===== src/rtl/forwarding_unit_pkg.sv =====
// forwarding_unit_pkg: shared widths, slot indices, tag type and RET reset constants for the decode bypass.
package forwarding_unit_pkg;
  localparam int DW = 16;
  localparam int RW = 3;
  localparam int SLOT_EX  = 0;
  localparam int SLOT_MEM = 1;
  localparam int SLOT_WB  = 2;
  localparam logic [RW-1:0] RET_RD_RST   = '0;
  localparam logic [DW-1:0] RET_DATA_RST = '0;
  typedef struct packed {
    logic          v;
    logic [RW-1:0] rd;
    logic          is_load;
  } tag_t;
endpackage


===== src/rtl/forwarding_unit_tag_stage.sv =====
// forwarding_unit_tag_stage: one pipeline tag register {v, rd, is_load} with enable and async active-low clear.
module forwarding_unit_tag_stage
  import forwarding_unit_pkg::*;
(
  input  logic clk,
  input  logic rst,
  input  logic en,
  input  tag_t tag_d,
  output tag_t tag_q
);
  always_ff @(posedge clk or negedge rst)
    if (!rst) tag_q <= '0;
    else if (en) tag_q <= tag_d;
endmodule


===== src/rtl/forwarding_unit.sv =====
// forwarding_unit: tracks EX/MEM/WB destination tags plus a retired-write slot and presents a
// (reg, data) pair per slot to decode, falling back to the next older valid slot; also raises load-use stall.
module forwarding_unit
  import forwarding_unit_pkg::*;
(
  input  logic            clk,
  input  logic            rst,
  input  logic            advance,
  input  logic            flush,
  input  logic            id_rd_valid,
  input  logic [RW-1:0]   id_rd_sel,
  input  logic            id_is_load,
  input  logic [RW-1:0]   id_rs_sel,
  input  logic [RW-1:0]   id_rt_sel,
  input  logic            id_rs_used,
  input  logic            id_rt_used,
  input  logic [DW-1:0]   ex_result,
  input  logic [DW-1:0]   mem_result,
  input  logic [DW-1:0]   wb_result,
  output logic [3*RW-1:0] Forwarding_vector,
  output logic [3*DW-1:0] Forwarding_data,
  output logic [2:0]      fwd_valid,
  output logic            load_use_stall
);
  tag_t ex_q, mem_q, wb_q, ex_d;
  logic [RW-1:0] ret_rd_q;
  logic [DW-1:0] ret_data_q;
  logic [RW-1:0] ex_rd, mem_rd, wb_rd;
  logic [DW-1:0] ex_dat, mem_dat, wb_dat;
  assign load_use_stall = ex_q.v & ex_q.is_load &
    ((id_rs_used & (id_rs_sel == ex_q.rd)) | (id_rt_used & (id_rt_sel == ex_q.rd)));
  assign ex_d = (id_rd_valid & ~flush & ~load_use_stall) ? '{v: 1'b1, rd: id_rd_sel, is_load: id_is_load} : '0;
  forwarding_unit_tag_stage u_ex  (.clk(clk), .rst(rst), .en(advance), .tag_d(ex_d),  .tag_q(ex_q));
  forwarding_unit_tag_stage u_mem (.clk(clk), .rst(rst), .en(advance), .tag_d(ex_q),  .tag_q(mem_q));
  forwarding_unit_tag_stage u_wb  (.clk(clk), .rst(rst), .en(advance), .tag_d(mem_q), .tag_q(wb_q));
  always_ff @(posedge clk or negedge rst)
    if (!rst) begin
      ret_rd_q   <= RET_RD_RST;
      ret_data_q <= RET_DATA_RST;
    end else if (advance && wb_q.v) begin
      ret_rd_q   <= wb_q.rd;
      ret_data_q <= wb_result;
    end
  // Invalid slots copy the next older slot so a reg-only match never picks stale data.
  always_comb begin
    wb_rd   = wb_q.v  ? wb_q.rd    : ret_rd_q;
    wb_dat  = wb_q.v  ? wb_result  : ret_data_q;
    mem_rd  = mem_q.v ? mem_q.rd   : wb_rd;
    mem_dat = mem_q.v ? mem_result : wb_dat;
    ex_rd   = ex_q.v  ? ex_q.rd    : mem_rd;
    ex_dat  = ex_q.v  ? ex_result  : mem_dat;
  end
  assign Forwarding_vector = {wb_rd, mem_rd, ex_rd};
  assign Forwarding_data   = {wb_dat, mem_dat, ex_dat};
  assign fwd_valid         = {wb_q.v, mem_q.v, ex_q.v};
endmodule


===== config.mk =====
export PLATFORM = sky130hd
export DESIGN_NAME = forwarding_unit
export DESIGN_NICKNAME = d
export VERILOG_FILES = /design/src/rtl/forwarding_unit_pkg.sv /design/src/rtl/forwarding_unit_tag_stage.sv /design/src/rtl/forwarding_unit.sv
export SDC_FILE = /design/constraint.sdc
export NUM_CORES = 1
export LEC_CHECK = 0
export ABC_AREA = 0
export ABC_CLOCK_PERIOD_IN_PS = 4300
export CORE_MARGIN = 4
export CORE_UTILIZATION = 41
export DETAILED_ROUTE_END_ITERATION = 10
export PLACE_DENSITY = 0.89
export SLEW_MARGIN = 20
export SYNTH_ARGS = -nofsm -noshare
export SYNTH_HDL_FRONTEND = slang
export SYNTH_SLANG_ARGS = --single-unit

===== constraint.sdc =====
create_clock -name clk -period 4.3 [get_ports clk]
set_clock_uncertainty 0.2 [all_clocks]
set_input_delay 0.86 -clock clk [delete_from_list [all_inputs] [get_ports clk]]
set_output_delay 0.86 -clock clk [all_outputs]
set_load 0.01 [all_outputs]

# After elaboration in Yosys (flattened, before gate mapping)
# Index checks and enable logic that the tools add are counted.
# word_totals
output_inout_bits	61
mem_bits_ro	0
mem_bits_rw	0
mem_count	0
latch_bits	0
ff_bits	32
input_bits	65
wordCells	28
# op_classes
n_reduce_logical	1
n_addsub	0
n_shift	0
magnitude_cmp	0
n_eq_ne	2
div	0
mux	7
bitwise_logic	9
n_mul	0
# op_table
op	count
16-bit 2-to-1 mux	3
3-bit 2-to-1 mux	3
1-bit bitwise AND	6
3-bit equality test	2
5-bit 2-to-1 mux	1
1-bit inverter	2
1-bit logical AND	1
1-bit OR	1

# Longest topological paths before layout
# Gate-level depths: netlist (run 1).
# depth
depth_word	7
mapped_depth	4
mapped_depth_nobuf	4

# Cells and area by module
# A second synthesis (run 1) with hierarchy kept.
# unflattened
hier_cells	157
hier_area_um2	2249.7
# by_module_without_submodules
module	cells_each	instances	area_each_um2	seq_area_each_um2
forwarding_unit	127	1	1705.4	475.5
forwarding_unit_tag_stage	10	3	181.4	125.1

# Worst setup path after synthesis (run 1)
# Ideal clock, no wire load.
# synth_timing
path_kind	input to output
start	input port wb_result[15]
end	output port Forwarding_data[15]
required_ns	3.240
path_buffers	0
stages	3
arrival_ns	1.748
setup_slack_ns	1.492
path_cell_list	mux2_2 mux2_2 mux2_2
# synth_between
elab_chain_len	3
# synth_lines
item	line	rtl
from (decl)	forwarding_unit.sv:19	input logic [DW-1:0] wb_result,
16-bit 2-to-1 mux	forwarding_unit.sv:47	wb_dat = wb_q.v ? wb_result : ret_data_q;
16-bit 2-to-1 mux	forwarding_unit.sv:49	mem_dat = mem_q.v ? mem_result : wb_dat;
named net Forwarding_data[31]	forwarding_unit.sv:21	output logic [3*DW-1:0] Forwarding_data,
16-bit 2-to-1 mux	forwarding_unit.sv:51	ex_dat = ex_q.v ? ex_result : mem_dat;
to (decl)	forwarding_unit.sv:21	
# The timed path passes the listed nets, and every way through them passes these cells.

# Worst setup path after layout (run 1)
# layout_timing
start	register u_ex.tag_q[4] (netlist name)
end	output port load_use_stall
# layout_between
elab_chain_len	2
# layout_lines
item	line	rtl
from (decl)	forwarding_unit_tag_stage.sv:9	output tag_t tag_q
from (signal assigned)	forwarding_unit_tag_stage.sv:13	else if (en) tag_q <= tag_d;
1-bit bitwise AND (2 in a row)	forwarding_unit.sv:30	assign load_use_stall = ex_q.v & ex_q.is_load &
to (decl)	forwarding_unit.sv:23	output logic load_use_stall
# No other way between the ends.

==> impl_results.md, run 1 <==
* R2r setup slk at 1.77 ns
* Cells after Synth at 154
* Clock Sinks at 32
* CP max FO at 20
* Largest net degree at the start of global routing at 23
* Number of buffers and inverters on the critical path at 2
* Total Routing Usage GR at approximately 17%
* Combinational Power Share at 55.9%
* Via count at roughly 1700
* Adder-cell share of the synthesized area at 0%
* Worst path arrival time at 2.92 ns
* Post-DRT Antenna Nets at 0
* Via/cell ratio at 4.89
* Hold depth at 1
* Flops & latches, synth at 32
* Synth area leaders: dfrtp_1 (38%), mux2_2 (26%), mux2_4 (25%), xnor2_1 (2.5%), o22ai_1 (1.5%)
* Period utilization at 92.6%
* Setup bufs post-CTS at 0
* TritonCTS Buffers at 5
* Top cell type by total area after synthesis: dfrtp_1
* Post-DR wirelength/cell at 16.0 µm
* Synth Area in Simple Gates at 2.30%
* Crit path required time at around 3.2 ns
* Most common cell after layout, fill and taps aside: clkdlybuf4s50_1
* Highest Clock Rate at between 200 and 300 MHz
* Sw frac at 27.8%
* Hold path startpoint: ret_data_q[2]
* Vias in the first global route at ~1700
* R2r worst-path depth at 3
* Nature of the critical path startpoint: flip-flop
* Critical R2R Launch: u_ex.tag_q[4]
* Hold Fails Final Rpt at 0
* Chip width at between 70 and 80 µm
* DRC at 0
* HPWL after DPL at 4.39 mm
* Slew Limit Fails at 0
* Initial antenna violation count at 0
* Critical path class: flip-flop to primary output
* TNS Setup at 0 ns
* Worst slew pin tran at 1.01 ns
* Initial Util at 43.7%
* Die boundary height at about 80 µm
* Core area at 0.00485 mm²
* Drt first pass iters at 4
* Area growth syn-to-layout at 66.4%
* Final RePlAce weighted congestion at 0.734
* Share of cells above drive strength 1 at 34.9%
* CTS tree: done
* Multiplexer area fraction after synthesis at 50.9%
* Outcome: completed
* P_sw at 0.464 mW
* Clk root buf: clkbuf_8
* Total routed wirelength at 5.51 mm
* Synth warnings at 0
* Antenna cells at 0
* Mapped Nets at ~220
* Hold WS at slightly above 0.3 ns
* Xor and xnor area share after synthesis at approximately 2.5%
* Hold Crit Class: flip-flop to flip-flop
* Skew-Pair Late Insertion Delay at about 0.28 ns
* Compound-Gate Fraction of Synth Area at 2.07%
* Initial DRC count at 22
* Top delay family on crit path: buffers and inverters
* Post-synthesis sequential area ratio at a little under two fifths
* Final Util at 72.7%
* Clock tree buffer depth at 2
* Fin nets at between 300 and 400
* Max stage delay on crit path at 0.81 ns
* Cell Pwr Density at 473 mW/mm²
* P_int at between 1 and 1.5 mW
* Largest family of logic cells by synthesized area: multiplexers
* Hold EP: ret_data_q[2]
* IO Pins at 126
* Netlist cell types at 16
* Pleak at around 1.5 nW
* Netlist Area Pre-Place at 0.00212 mm²
* Critical path's slowest cell: clkinv_1
* First-pass GRT wire length at around 8.5 mm
* Rel. slew slack at around 32%
* Peak VDD IR at about 320 µV
* Reported max-cap violation count at 0
* RSZ-0062 raised after global routing: false
* Commonest non-fill, non-tap cells in the layout: clkdlybuf4s50_1 (125), mux2_2 (49), mux2_4 (35)
* Total die area at 0.00638 mm²
* Seq pwr share at 25.4%
* Power share of the clock group at 18.7%
* Worst path cell trace: clkinv_1, a211oi_2, clkdlybuf4s50_1
* Reg clk slew, reported paths at 0.06 ns
* Port-buffer cells at 125
* Row Count at 25
* Post-synth top area share at between 30% and 40%
* Endpoints failing setup at 0
* Hold_buf cts at 0
* Synth Area per Inst at 13.8 µm²
* Reg2reg end: u_ex.tag_q[3]
* Min Tclk post-route at 3.98 ns
* Overflow after GRT at 0
* Worst Setup End Kind: primary output
* H-tree levels at 2
* Post-CTS resize count at 0
[cell families after synthesis]
logic type / after synthesis
XOR/XNOR: 6
buffers and inverters: 17
AO/OA/AOI/OAI: 6
flip-flops: 32
AND/OR/NAND/NOR: 9
multiplexers: 84
[stage by stage]
step	instances	area [µm²]	total power, mW	setup slack [ns]
2_1_floorplan	154	2120	0.907	1.49
3_3_place_gp	337	3400	1.35	0.646
3_5_place_dp	337	3400	1.37	0.556
4_1_cts	345	3530	1.69	0.555
5_1_grt	345	3530	1.76	0.114
6_report	345	3530	1.67	0.319
[per-layer routing]
metal	global-route usage (%)	wire (µm)	share of wire, %	up-vias
li1	-	-	-	804
met1	18.9	2100	38	809
met2	31.4	2880	52	71
met3	6.55	495	9.0	4
met4	4.56	36	0.65	0
met5	0	0	0	-
[worst reg2reg max path, cell delays in order, from the launching register on]
cell and delay, ns:
dfrtp_1 0.41, clkinv_1 0.81, a211oi_2 0.78, o22ai_1 0.19
[Yosys cell counts]
cell      count
mux2_2       49
buf_4         3
dfrtp_1      32
nand2_2       1
clkbuf_1      3
nor2b_1       1
nand2_1       1
buf_2         4
a211oi_2      1
inv_1         5
nand3_1       4
mux2_4       35
o22ai_1       5
xnor2_1       6
nand4_1       2
buf_6         2
[flip-flops by register name, indices dropped and copies added (netlist names)]
register,cells
ret_data_q,16
u_mem.tag_q,4
ret_rd_q,3
u_ex.tag_q,5
u_wb.tag_q,4
[power groups by stage]
stage	Combinational (mW)	Clock (mW)	Sequential, mW
floorplan	0.498	0	0.409
global placement	0.930	0	0.424
detailed placement	0.942	0	0.430
CTS	0.946	0.318	0.424
global route	0.992	0.339	0.434
finish	0.932	0.312	0.424
[worst max path at each step]
stage	from	to	depth (start not counted)
global placement	id_rs_sel[2]	load_use_stall	5
detailed placement	id_rs_sel[0]	load_use_stall	5
floorplan	wb_result[15]	Forwarding_data[15]	3
global route	u_ex.tag_q[4]	load_use_stall	3
CTS	id_rs_sel[2]	load_use_stall	5
finish	u_ex.tag_q[4]	load_use_stall	3
[layout make-up]
type | count | area (µm²)
timing repair buffer | 128 | 1270
sequential | 32 | 801
tap | 67 | 83.8
multi-input combinational | 105 | 1220
clock buffer | 7 | 96.3
fill | 348 | 1320
clock inverter | 1 | 30.0
inverter | 5 | 18.8
No activity file was read; power rests on OpenSTA's default activity.
==> run 2, diff against run 1 <==
--- a/config.mk
+++ b/config.mk
@@ -11,7 +11,7 @@
 export CORE_UTILIZATION = 41
 export DETAILED_ROUTE_END_ITERATION = 10
 export PLACE_DENSITY = 0.89
-export SLEW_MARGIN = 20
+export SLEW_MARGIN = 10
 export SYNTH_ARGS = -nofsm -noshare
 export SYNTH_HDL_FRONTEND = slang
 export SYNTH_SLANG_ARGS = --single-unit
==> run 2 against run 1 <==
Core utilization is the same. Sequential share of layout area stayed put. Non-clock buffer count stayed put. Sequential power barely moved. Setup slack better by 0.18 ns. Clock power about the same. Die area unchanged. Total power about the same. Combinational power about the same. Fmax rose by 4.7%. Count of clock-buffer cells in the layout is the same. Critical path type is now primary input to primary output.
==> impl_results.md, run 2 (same netlist as run 1, synthesis figures left out) <==
* Hold EP: ret_data_q[2]
* Reg2reg end: u_ex.tag_q[4]
* TritonCTS Buffers at 5 (unchanged)
* Chip width at 79.9 µm (unchanged)
* Period utilization at 88.4% (-4.2 points)
* Port-buffer cells at 125 (unchanged)
* Power share of the clock group at 18.7% (about the same)
* Clock Sinks at 32 (unchanged)
* Via/cell ratio at 4.89 (-0.12%)
* Outcome: completed
* Storage cell area at 801 µm² (unchanged)
* Die boundary height at 79.9 µm (unchanged)
* Final Cell Area at 0.00353 mm² (unchanged)
* Largest Register: ret_data_q
* Worst Setup End Kind: primary output
* HPWL after DPL at 4.39 mm (unchanged)
* P_sw at 0.464 mW (about the same)
* Hold WS at 0.308 ns (unchanged)
* Worst slew pin tran at 1.12 ns (+0.117 ns)
* R2r setup slk at 2.23 ns (+0.46 ns)
* Slew Limit Fails at 0 (unchanged)
* RSZ-0062 raised after global routing: false
* Area growth syn-to-layout at 66.4% (unchanged)
* Tot Pwr at 1.67 mW (about the same)
* DRC at 0 (unchanged)
* Fillers at 348 (unchanged)
* Critical path class: primary input to primary output
* H-tree levels at 2 (unchanged)
* Skew-Pair Late Insertion Delay at 0.28 ns (about the same)
* Antenna cells at 0 (unchanged)
* Hold Crit Class: flip-flop to flip-flop
* Post-DR wirelength/cell at 16.0 µm (about the same)
* Largest regs: ret_data_q: 16 flops, u_ex.tag_q: 5 flops
* Total Routing Usage GR at 17.4% (unchanged)
* Final Util at 72.7% (unchanged)
* Commonest non-fill, non-tap cells in the layout: clkdlybuf4s50_1 (125), mux2_2 (49), mux2_4 (35)
* Worst path arrival time at 2.74 ns (-0.18 ns)
* Post-CTS resize count at 0 (unchanged)
* Overflow after GRT at 0 (unchanged)
* Core area at 0.00485 mm² (unchanged)
* Total routed wirelength at 5.51 mm (about the same)
* TNS Setup at 0 ns (unchanged)
* Most frequent cell on the critical path: clkdlybuf4s50_1
* Post-DRT Antenna Nets at 0 (unchanged)
* Reported max-cap violation count at 0 (unchanged)
* CP max FO at 6 (-70%)
* Reg clk slew, reported paths at 0.06 ns (about the same)
* Nature of the critical path startpoint: primary input
* Cell Pwr Density at 473 mW/mm² (about the same)
* Area of the multi-input gates at 0.00122 mm² (unchanged)
* Hold path startpoint: ret_data_q[2]
* Via count at 1686 (-0.12%)
* Sw frac at 27.8% (about the same)
* Hold_buf cts at 0 (unchanged)
* Endpoints failing setup at 0 (unchanged)
* Vias in the first global route at 1744 (unchanged)
* Hold depth at 1 (unchanged)
* Highest Clock Rate at 263 MHz (+4.7%)
* Initial Util at 43.7% (unchanged)
* Most common cell after layout, fill and taps aside: clkdlybuf4s50_1
* First-pass GRT wire length at 8.47 mm (unchanged)
* Largest net degree at the start of global routing at 23 (unchanged)
* Peak VDD IR at 317 µV (about the same)
* Clk root buf: clkbuf_8
* Rel. slew slack at 25.0% (-7.5 points)
* Critical R2R Launch: u_ex.tag_q[4]
* Initial DRC count at 22 (unchanged)
* Pleak at 1.50 nW (+0.11%)
* Max reg flops at 16 (unchanged)
* CTS tree: done
* Seq pwr share at 25.4% (about the same)
* Critical path's slowest cell: clkdlybuf4s50_1
* Share of cells above drive strength 1 at 34.9% (unchanged)
* Row Count at 25 (unchanged)
* Min Tclk post-route at 3.80 ns (-0.179 ns)
* Crit path required time at 3.24 ns (about the same)
* Total die area at 0.00638 mm² (unchanged)
* Combinational Power Share at 55.9% (about the same)
* Drt first pass iters at 4 (unchanged)
* Hold Fails Final Rpt at 0 (unchanged)
* Area of placed instances at 0.00340 mm² (unchanged)
* Initial antenna violation count at 0 (unchanged)
* R2r worst-path depth at 3 (unchanged)
* Fin nets at 342 (unchanged)
* Final RePlAce weighted congestion at 0.734 (unchanged)
* IO Pins at 126 (unchanged)
* Clock tree buffer depth at 2 (unchanged)
* Critical Path Source: id_rs_sel[2]
* Setup bufs post-CTS at 0 (unchanged)
* P_int at 1.20 mW (about the same)
* Worst path cell trace: clkdlybuf4s50_1, xnor2_1, nand4_1, a211oi_2, clkdlybuf4s50_1
* Max stage delay on crit path at 0.64 ns (-0.17 ns)
-- run 2: power groups by stage --
stage / clock [mW] / sequential (mW) / combinational [mW]
after floorplan: 0 / 0.409 / 0.498
after global placement: 0 / 0.424 / 0.930
after detailed placement: 0 / 0.430 / 0.942
after CTS: 0.318 / 0.424 / 0.946
after global routing: 0.339 / 0.434 / 0.991
final: 0.312 / 0.424 / 0.931
-- run 2: worst max path at each step --
| stage | end | slack (ns) | cells past startpoint |
|---|---|---|---|
| 2_1_floorplan | Forwarding_data[15] | 1.49 | 3 |
| 3_3_place_gp | load_use_stall | 0.65 | 5 |
| 3_5_place_dp | load_use_stall | 0.56 | 5 |
| 4_1_cts | load_use_stall | 0.56 | 5 |
| 5_1_grt | load_use_stall | 0.45 | 5 |
| 6_report | load_use_stall | 0.50 | 5 |
-- run 2: per-stage QoR --
step	cells	worst slack, ns
after detailed placement	337	0.556
final	345	0.499
after global placement	337	0.646
after global routing	345	0.448
after CTS	345	0.555
after floorplan	154	1.49
-- run 2: worst max-delay path: cells and delay by family --
| kind | cells | cell delay [ns] |
|---|---|---|
| buffers and inverters | 2 | 1.11 |
| AOI/OAI and AO/OA | 1 | 0.49 |
| and+or+nand+nor | 1 | 0.15 |
| xor gates and xnor gates | 1 | 0.12 |
-- run 2: cell type report --
type | count | area share, %
Timing Repair Buffer | 128 | 36.1
Multi-Input combinational cell | 105 | 34.7
Sequential cell | 32 | 22.7
Clock buffer | 7 | 2.73
Tap cell | 67 | 2.38
Clock inverter | 1 | 0.852
Inverter | 5 | 0.532
-- run 2: per-layer routing --
metal  track usage [%]  share of wire, %  up-vias
met5                 0                 0        -
met4              4.56              0.65        0
met3              6.55               9.0        4
met2              31.4                52       71
met1              18.9                38      807
li1                  -                 -      804
==> run 3, diff against run 2 <==
--- a/config.mk
+++ b/config.mk
@@ -11,7 +11,7 @@
 export CORE_UTILIZATION = 41
 export DETAILED_ROUTE_END_ITERATION = 10
 export PLACE_DENSITY = 0.89
-export SLEW_MARGIN = 10
+export SLEW_MARGIN = 20
 export SYNTH_ARGS = -nofsm -noshare
 export SYNTH_HDL_FRONTEND = slang
 export SYNTH_SLANG_ARGS = --single-unit
==> results of run 3 <==
The final DEF is identical to that of run 1; final timing and power are the same.
